### src/rtl/mcycle_ctrl.sv
// Multi-cycle MIPS-subset control unit: Moore FSM that sequences fetch, decode,
// execute, memory and write-back phases and drives the datapath control lines.
module mcycle_ctrl (
   input  logic       clk,
   input  logic       rst,
   input  logic [5:0] OP,
   input  logic [5:0] Fun,
   input  logic       zero,
   input  logic       MIO_ready,
   output logic       PC_en,
   output logic       PCWrite,
   output logic       PCWriteCond,
   output logic       IorD,
   output logic       MemRead,
   output logic       MemWrite,
   output logic       IRWrite,
   output logic       CPU_MIO,
   output logic       RegDst,
   output logic       MemtoReg,
   output logic       RegWrite,
   output logic       ALUSrcA,
   output logic [1:0] ALUSrcB,
   output logic [1:0] PCSource,
   output logic [2:0] ALU_Control,
   output logic [4:0] state_out
);

   typedef enum logic [4:0] {
      S_IF       = 5'd0,
      S_ID       = 5'd1,
      S_MEM_ADDR = 5'd2,
      S_MEM_RD   = 5'd3,
      S_LW_WB    = 5'd4,
      S_MEM_WR   = 5'd5,
      S_R_EX     = 5'd6,
      S_R_WB     = 5'd7,
      S_BEQ_EX   = 5'd8,
      S_J_EX     = 5'd9,
      S_I_EX     = 5'd10,
      S_I_WB     = 5'd11
   } state_t;

   localparam logic [5:0] OP_RTYPE = 6'b000000;
   localparam logic [5:0] OP_LW    = 6'b100011;
   localparam logic [5:0] OP_SW    = 6'b101011;
   localparam logic [5:0] OP_BEQ   = 6'b000100;
   localparam logic [5:0] OP_J     = 6'b000010;
   localparam logic [5:0] OP_ADDI  = 6'b001000;
   localparam logic [5:0] OP_SLTI  = 6'b001010;

   localparam logic [2:0] ALU_AND = 3'b000;
   localparam logic [2:0] ALU_OR  = 3'b001;
   localparam logic [2:0] ALU_ADD = 3'b010;
   localparam logic [2:0] ALU_XOR = 3'b011;
   localparam logic [2:0] ALU_NOR = 3'b100;
   localparam logic [2:0] ALU_SRL = 3'b101;
   localparam logic [2:0] ALU_SUB = 3'b110;
   localparam logic [2:0] ALU_SLT = 3'b111;

   state_t     state, state_nxt;
   logic [2:0] fun_alu;
   logic       fun_ok;
   logic       pc_write_raw, pc_write_cond_raw, mem_write_raw, ir_write_raw, reg_write_raw;

   always_ff @(posedge clk or negedge rst) begin
      if (!rst) state <= S_IF;
      else      state <= state_nxt;
   end

   // R-type function decode; fun_ok=0 marks an unsupported function.
   always_comb begin
      fun_ok  = 1'b1;
      fun_alu = ALU_AND;
      case (Fun)
         6'b100000: fun_alu = ALU_ADD;
         6'b100010: fun_alu = ALU_SUB;
         6'b100100: fun_alu = ALU_AND;
         6'b100101: fun_alu = ALU_OR;
         6'b100110: fun_alu = ALU_XOR;
         6'b100111: fun_alu = ALU_NOR;
         6'b101010: fun_alu = ALU_SLT;
         6'b000010: fun_alu = ALU_SRL;
         default:   fun_ok  = 1'b0;
      endcase
   end

   always_comb begin
      state_nxt         = S_IF;
      pc_write_raw      = 1'b0;
      pc_write_cond_raw = 1'b0;
      mem_write_raw     = 1'b0;
      ir_write_raw      = 1'b0;
      reg_write_raw     = 1'b0;
      IorD              = 1'b0;
      MemRead           = 1'b0;
      CPU_MIO           = 1'b0;
      RegDst            = 1'b0;
      MemtoReg          = 1'b0;
      ALUSrcA           = 1'b0;
      ALUSrcB           = 2'b00;
      PCSource          = 2'b00;
      ALU_Control       = ALU_AND;
      case (state)
         S_IF: begin
            MemRead      = 1'b1;
            CPU_MIO      = 1'b1;
            ALUSrcB      = 2'b01;
            ALU_Control  = ALU_ADD;
            ir_write_raw = MIO_ready;
            pc_write_raw = MIO_ready;
            state_nxt    = MIO_ready ? S_ID : S_IF;
         end
         S_ID: begin
            ALUSrcB     = 2'b11;
            ALU_Control = ALU_ADD;
            case (OP)
               OP_LW, OP_SW:     state_nxt = S_MEM_ADDR;
               OP_RTYPE:         state_nxt = S_R_EX;
               OP_BEQ:           state_nxt = S_BEQ_EX;
               OP_J:             state_nxt = S_J_EX;
               OP_ADDI, OP_SLTI: state_nxt = S_I_EX;
               default:          state_nxt = S_IF;
            endcase
         end
         S_MEM_ADDR: begin
            ALUSrcA     = 1'b1;
            ALUSrcB     = 2'b10;
            ALU_Control = ALU_ADD;
            state_nxt   = (OP == OP_LW) ? S_MEM_RD : S_MEM_WR;
         end
         S_MEM_RD: begin
            IorD      = 1'b1;
            MemRead   = 1'b1;
            CPU_MIO   = 1'b1;
            state_nxt = MIO_ready ? S_LW_WB : S_MEM_RD;
         end
         S_LW_WB: begin
            MemtoReg      = 1'b1;
            reg_write_raw = 1'b1;
         end
         S_MEM_WR: begin
            IorD          = 1'b1;
            mem_write_raw = 1'b1;
            CPU_MIO       = 1'b1;
            state_nxt     = MIO_ready ? S_IF : S_MEM_WR;
         end
         S_R_EX: begin
            ALUSrcA     = 1'b1;
            ALU_Control = fun_ok ? fun_alu : ALU_AND;
            state_nxt   = fun_ok ? S_R_WB : S_IF;
         end
         S_R_WB: begin
            ALUSrcA       = 1'b1;
            ALU_Control   = fun_alu;
            RegDst        = 1'b1;
            reg_write_raw = 1'b1;
         end
         S_BEQ_EX: begin
            ALUSrcA           = 1'b1;
            ALU_Control       = ALU_SUB;
            pc_write_cond_raw = 1'b1;
            PCSource          = 2'b01;
         end
         S_J_EX: begin
            pc_write_raw = 1'b1;
            PCSource     = 2'b10;
         end
         S_I_EX: begin
            ALUSrcA     = 1'b1;
            ALUSrcB     = 2'b10;
            ALU_Control = (OP == OP_SLTI) ? ALU_SLT : ALU_ADD;
            state_nxt   = S_I_WB;
         end
         S_I_WB: begin
            ALUSrcA       = 1'b1;
            ALUSrcB       = 2'b10;
            ALU_Control   = (OP == OP_SLTI) ? ALU_SLT : ALU_ADD;
            reg_write_raw = 1'b1;
         end
         default: state_nxt = S_IF;
      endcase
   end

   // Write strobes are gated by reset so they drop the instant rst falls.
   assign PCWrite     = pc_write_raw & rst;
   assign PCWriteCond = pc_write_cond_raw & rst;
   assign MemWrite    = mem_write_raw & rst;
   assign IRWrite     = ir_write_raw & rst;
   assign RegWrite    = reg_write_raw & rst;
   assign PC_en       = PCWrite | (PCWriteCond & zero);
   assign state_out   = state;

endmodule

### config.mk
export PLATFORM = sky130hd
export DESIGN_NAME = mcycle_ctrl
export DESIGN_NICKNAME = d
export VERILOG_FILES = /design/src/rtl/mcycle_ctrl.sv
export SDC_FILE = /design/constraint.sdc
export NUM_CORES = 1
export LEC_CHECK = 0
export ABC_AREA = 1
export ABC_CLOCK_PERIOD_IN_PS = 1200
export BUFFER_PORTS_ARGS = -buffer_cell sky130_fd_sc_hd__buf_2
export CORE_MARGIN = 3
export CORE_UTILIZATION = 35
export CTS_CLUSTER_DIAMETER = 200
export CTS_CLUSTER_SIZE = 12
export DETAILED_ROUTE_END_ITERATION = 8
export PLACE_DENSITY = 0.74
export SKIP_CTS_REPAIR_TIMING = 1
export SLEW_MARGIN = 0
export SYNTH_ARGS = -nofsm -noshare
export SYNTH_HDL_FRONTEND = slang
export SYNTH_SLANG_ARGS = --single-unit
### constraint.sdc
create_clock -name clk -period 1.2 [get_ports clk]
set_input_delay 0.12 -clock clk [delete_from_list [all_inputs] [get_ports clk]]
set_output_delay 0.12 -clock clk [all_outputs]
set_load 0.02 [all_outputs]
==> metrics.csv <==
stage;metric;value;unit
finish;register area;105.1;µm²
critical_path;slowest stage cell, crit path;dfrtp_2;
synthesis;Yosys warnings;0;
global_routing;vias in the first global route;1050;
critical_path;Crit path depth;4;
hold_path;HP Class;input pin to flip-flop;
floorplan;die height;50.06;µm
finish;multi-input logic area;666.9;µm²
clocking;clk slew on worst S/H paths;0.04;ns
synthesis;mean post-synth cell area;4.996;µm²
clocking;H-tree Lvls;1;
global_routing;pin count of the biggest net entering global routing;7;
global_routing;GRT Util Overall;20.19;%
finish;max reg flops;4;
place;dpl hpwl;2071;µm
place;# port buffers;38;
critical_path;Startpoint Class;flip-flop;
critical_path;crit-path cells;nor2_4 > nand4_1 > nand3_2 > buf_6;
run_status;outcome;complete, but fails checks;
sta;post-route setup slack;-0.4228;ns
critical_path;Max FO, Critical Path;6;
finish;commonest non-fill, non-tap cell in the layout;buf_6;
clocking;Root Driver;clkbuf_4;
floorplan;core box area;1783;µm²
job;Max Cap Viol;0;
sta;fin crit share;135.2;%
sta;RSZ-0062 raised after global routing;yes;
critical_path;r2r endpoint;state_out[0]$_DFF_PN0_;
floorplan;Starting Density;38.11;%
clocking;Worst-Skew Late Latency;0.23;ns
drt;final antenna-violating net count;0;
floorplan;I/O pins;40;
drt;drt first pass iters;4;
sta;max-slew violations;0;
sta;final setup fails;23;
drt;Routed WL;3163;µm
sta;final hold vios;0;
critical_path;largest stage delay on the critical path;0.48;ns
floorplan;die area;2506;µm²
drt;routed len/inst;14.12;µm
pwr;Pleak;0.0007909;µW
critical_path;Worst EP arrival;1.50;ns
sta;min Tclk post-route;1.623;ns
critical_path;reg2reg path depth;6;
floorplan;Core Rows;15;
critical_path;Critical path buffers and inverters;1;
synthesis;fraction of the yosys area taken by sequential cells;14.73;%
global_routing;global-route wire length before repair;4140;µm
drt;via count;1171;
clocking;TritonCTS Buffers;3;
drt;1st-iter DRT viols;49;
critical_path;WS Path Type;flip-flop to primary output;
pwr;maximum VDD drop;0.4798;mV
finish;fin cells;224;
critical_path;critical path's top delay family;simple AND/OR/NAND/NOR gates;
finish;most frequent cells in the layout;22 x buf_6, 20 x buf_2, 19 x nand2_1, 19 x buf_4, 18 x nor2_1;
place;Final Wtd Congestion;0.8709;
synthesis;Syn Nets;152;
place;dpl cell area;1142;µm²
finish;Nets;217;
critical_path;last element of the critical path;PC_en;
drt;Vias per Instance;5.228;
sta;FMAX;616.2;MHz
pwr;Pwr Total;989.9;µW
run_status;failing checks;negative setup slack;
synthesis;synthesis-stage register bit count;4;
critical_path;R2R Setup Slk;-0.06;ns
clocking;Max clock buf depth;2;
finish;Filler Cell Count;123;
synthesis;Post-Syn Area;679.4;µm²
critical_path;reg2reg start;state_out[2]$_DFF_PN0_;
critical_path;CP startpoint;state_out[1]$_DFF_PN0_;
place;# placed instances;215;
drt;DR DRC count;0;
global_routing;gr ovfl total;0;
critical_path;CP required;1.08;ns
pwr;Cell Pwr Density;692.8;nW/µm²
clocking;clock sinks;4;
floorplan;Chip Width;50.06;µm
synthesis;count of unique library cells instantiated by Yosys;17;
finish;share of layout cells above drive strength 1;56.78;%
synthesis;Syn Inst Count;136;
finish;ant diodes;0;
critical_path;Critical Path Sink Type;primary output;
sta;clock skew;0.002060;ns
global_routing;initial antenna violation count;0;
finish;design area;1429;µm²
finish;synth-to-layout area growth;110.3;%
clocking;CTS tree;built;
cell usage after synthesis:
library cell,number,area share (%)
nand3b_1,1,1.1
nor2_4,1,1.7
nor2_1,29,16
o21ai_0,6,4.4
inv_1,26,14
buf_6,1,1.7
a21oi_1,2,1.5
nand3_1,21,15
nor3_1,4,2.9
dfrtp_1,4,15
nand4_1,5,4.6
buf_4,1,1.1
nand2_1,31,17
nor2_2,1,0.92
o22ai_1,1,0.92
and2_1,1,0.92
conb_1,1,0.55
power by group:
part | switching, µW | total, µW | internal [µW] | leakage, µW
Clock | 54.3 | 166 | 112 | 0.0000138
Combinational | 353 | 640 | 287 | 0.000729
Sequential | 35.0 | 184 | 149 | 0.0000480
Total | 443 | 990 | 547 | 0.000791
kinds of logic after synthesis:
| group | count (synthesis) | synth area share [%] |
|---|---|---|
| AND/OR/NAND/NOR | 94 | 60.77 |
| other | 1 | 0.5520 |
| flip-flops | 4 | 14.73 |
| AO/OA/AOI/OAI | 9 | 6.815 |
| buffers and inverters | 28 | 17.13 |
metrics by stage:
step | worst slack (ns) | TNS, ns | util (%) | hold WS, ns
final | -0.4228 | -5.723 | 80.14 | 0.2916
after global routing | -0.4718 | -7.040 | 80.14 | 0.3160
after CTS | -0.3911 | -5.816 | 65.33 | -0.1659
after detailed placement | -0.1449 | -1.370 | 64.07 | 0.07747
after global placement | -0.1401 | -1.153 | 64.07 | 0.08088
after floorplan | -0.1045 | -1.074 | - | -0.1756
worst min-delay path, delay by kind of cell:
| family | cells | cell delay [ns] |
|---|---|---|
| buf+inv | 2 | 0.20 |
| compound gates | 1 | 0.09 |
| simple gates | 1 | 0.07 |
per-layer routing:
metal | vias up | share of wire (%) | track usage [%]
met4 | 0 | 1.9 | 5.991
li1 | 560 | - | -
met1 | 534 | 37 | 22.36
met2 | 67 | 54 | 39.57
met3 | 10 | 7.2 | 1.511
met5 | - | 0 | 0
how the worst min path moves through the flow:
stage	from	end	slack [ns]	depth (start not counted)
detailed placement	rst	state_out[0]$_DFF_PN0_	0.08	2
CTS	rst	state_out[0]$_DFF_PN0_	-0.17	2
floorplan	rst	state_out[0]$_DFF_PN0_	-0.18	0
global route	MIO_ready	state_out[0]$_DFF_PN0_	0.32	4
global placement	rst	state_out[0]$_DFF_PN0_	0.08	2
finish	MIO_ready	state_out[1]$_DFF_PN0_	0.29	4
area by class of cell:
cell class	instances	share of cell area [%]
clock buffers	3	1.576
flip-flops and latches	4	7.356
repair buffers	62	35.03
well taps	25	2.189
inverters	26	7.180
multi-input cells	104	46.67
(Power assumes the default switching activity.)
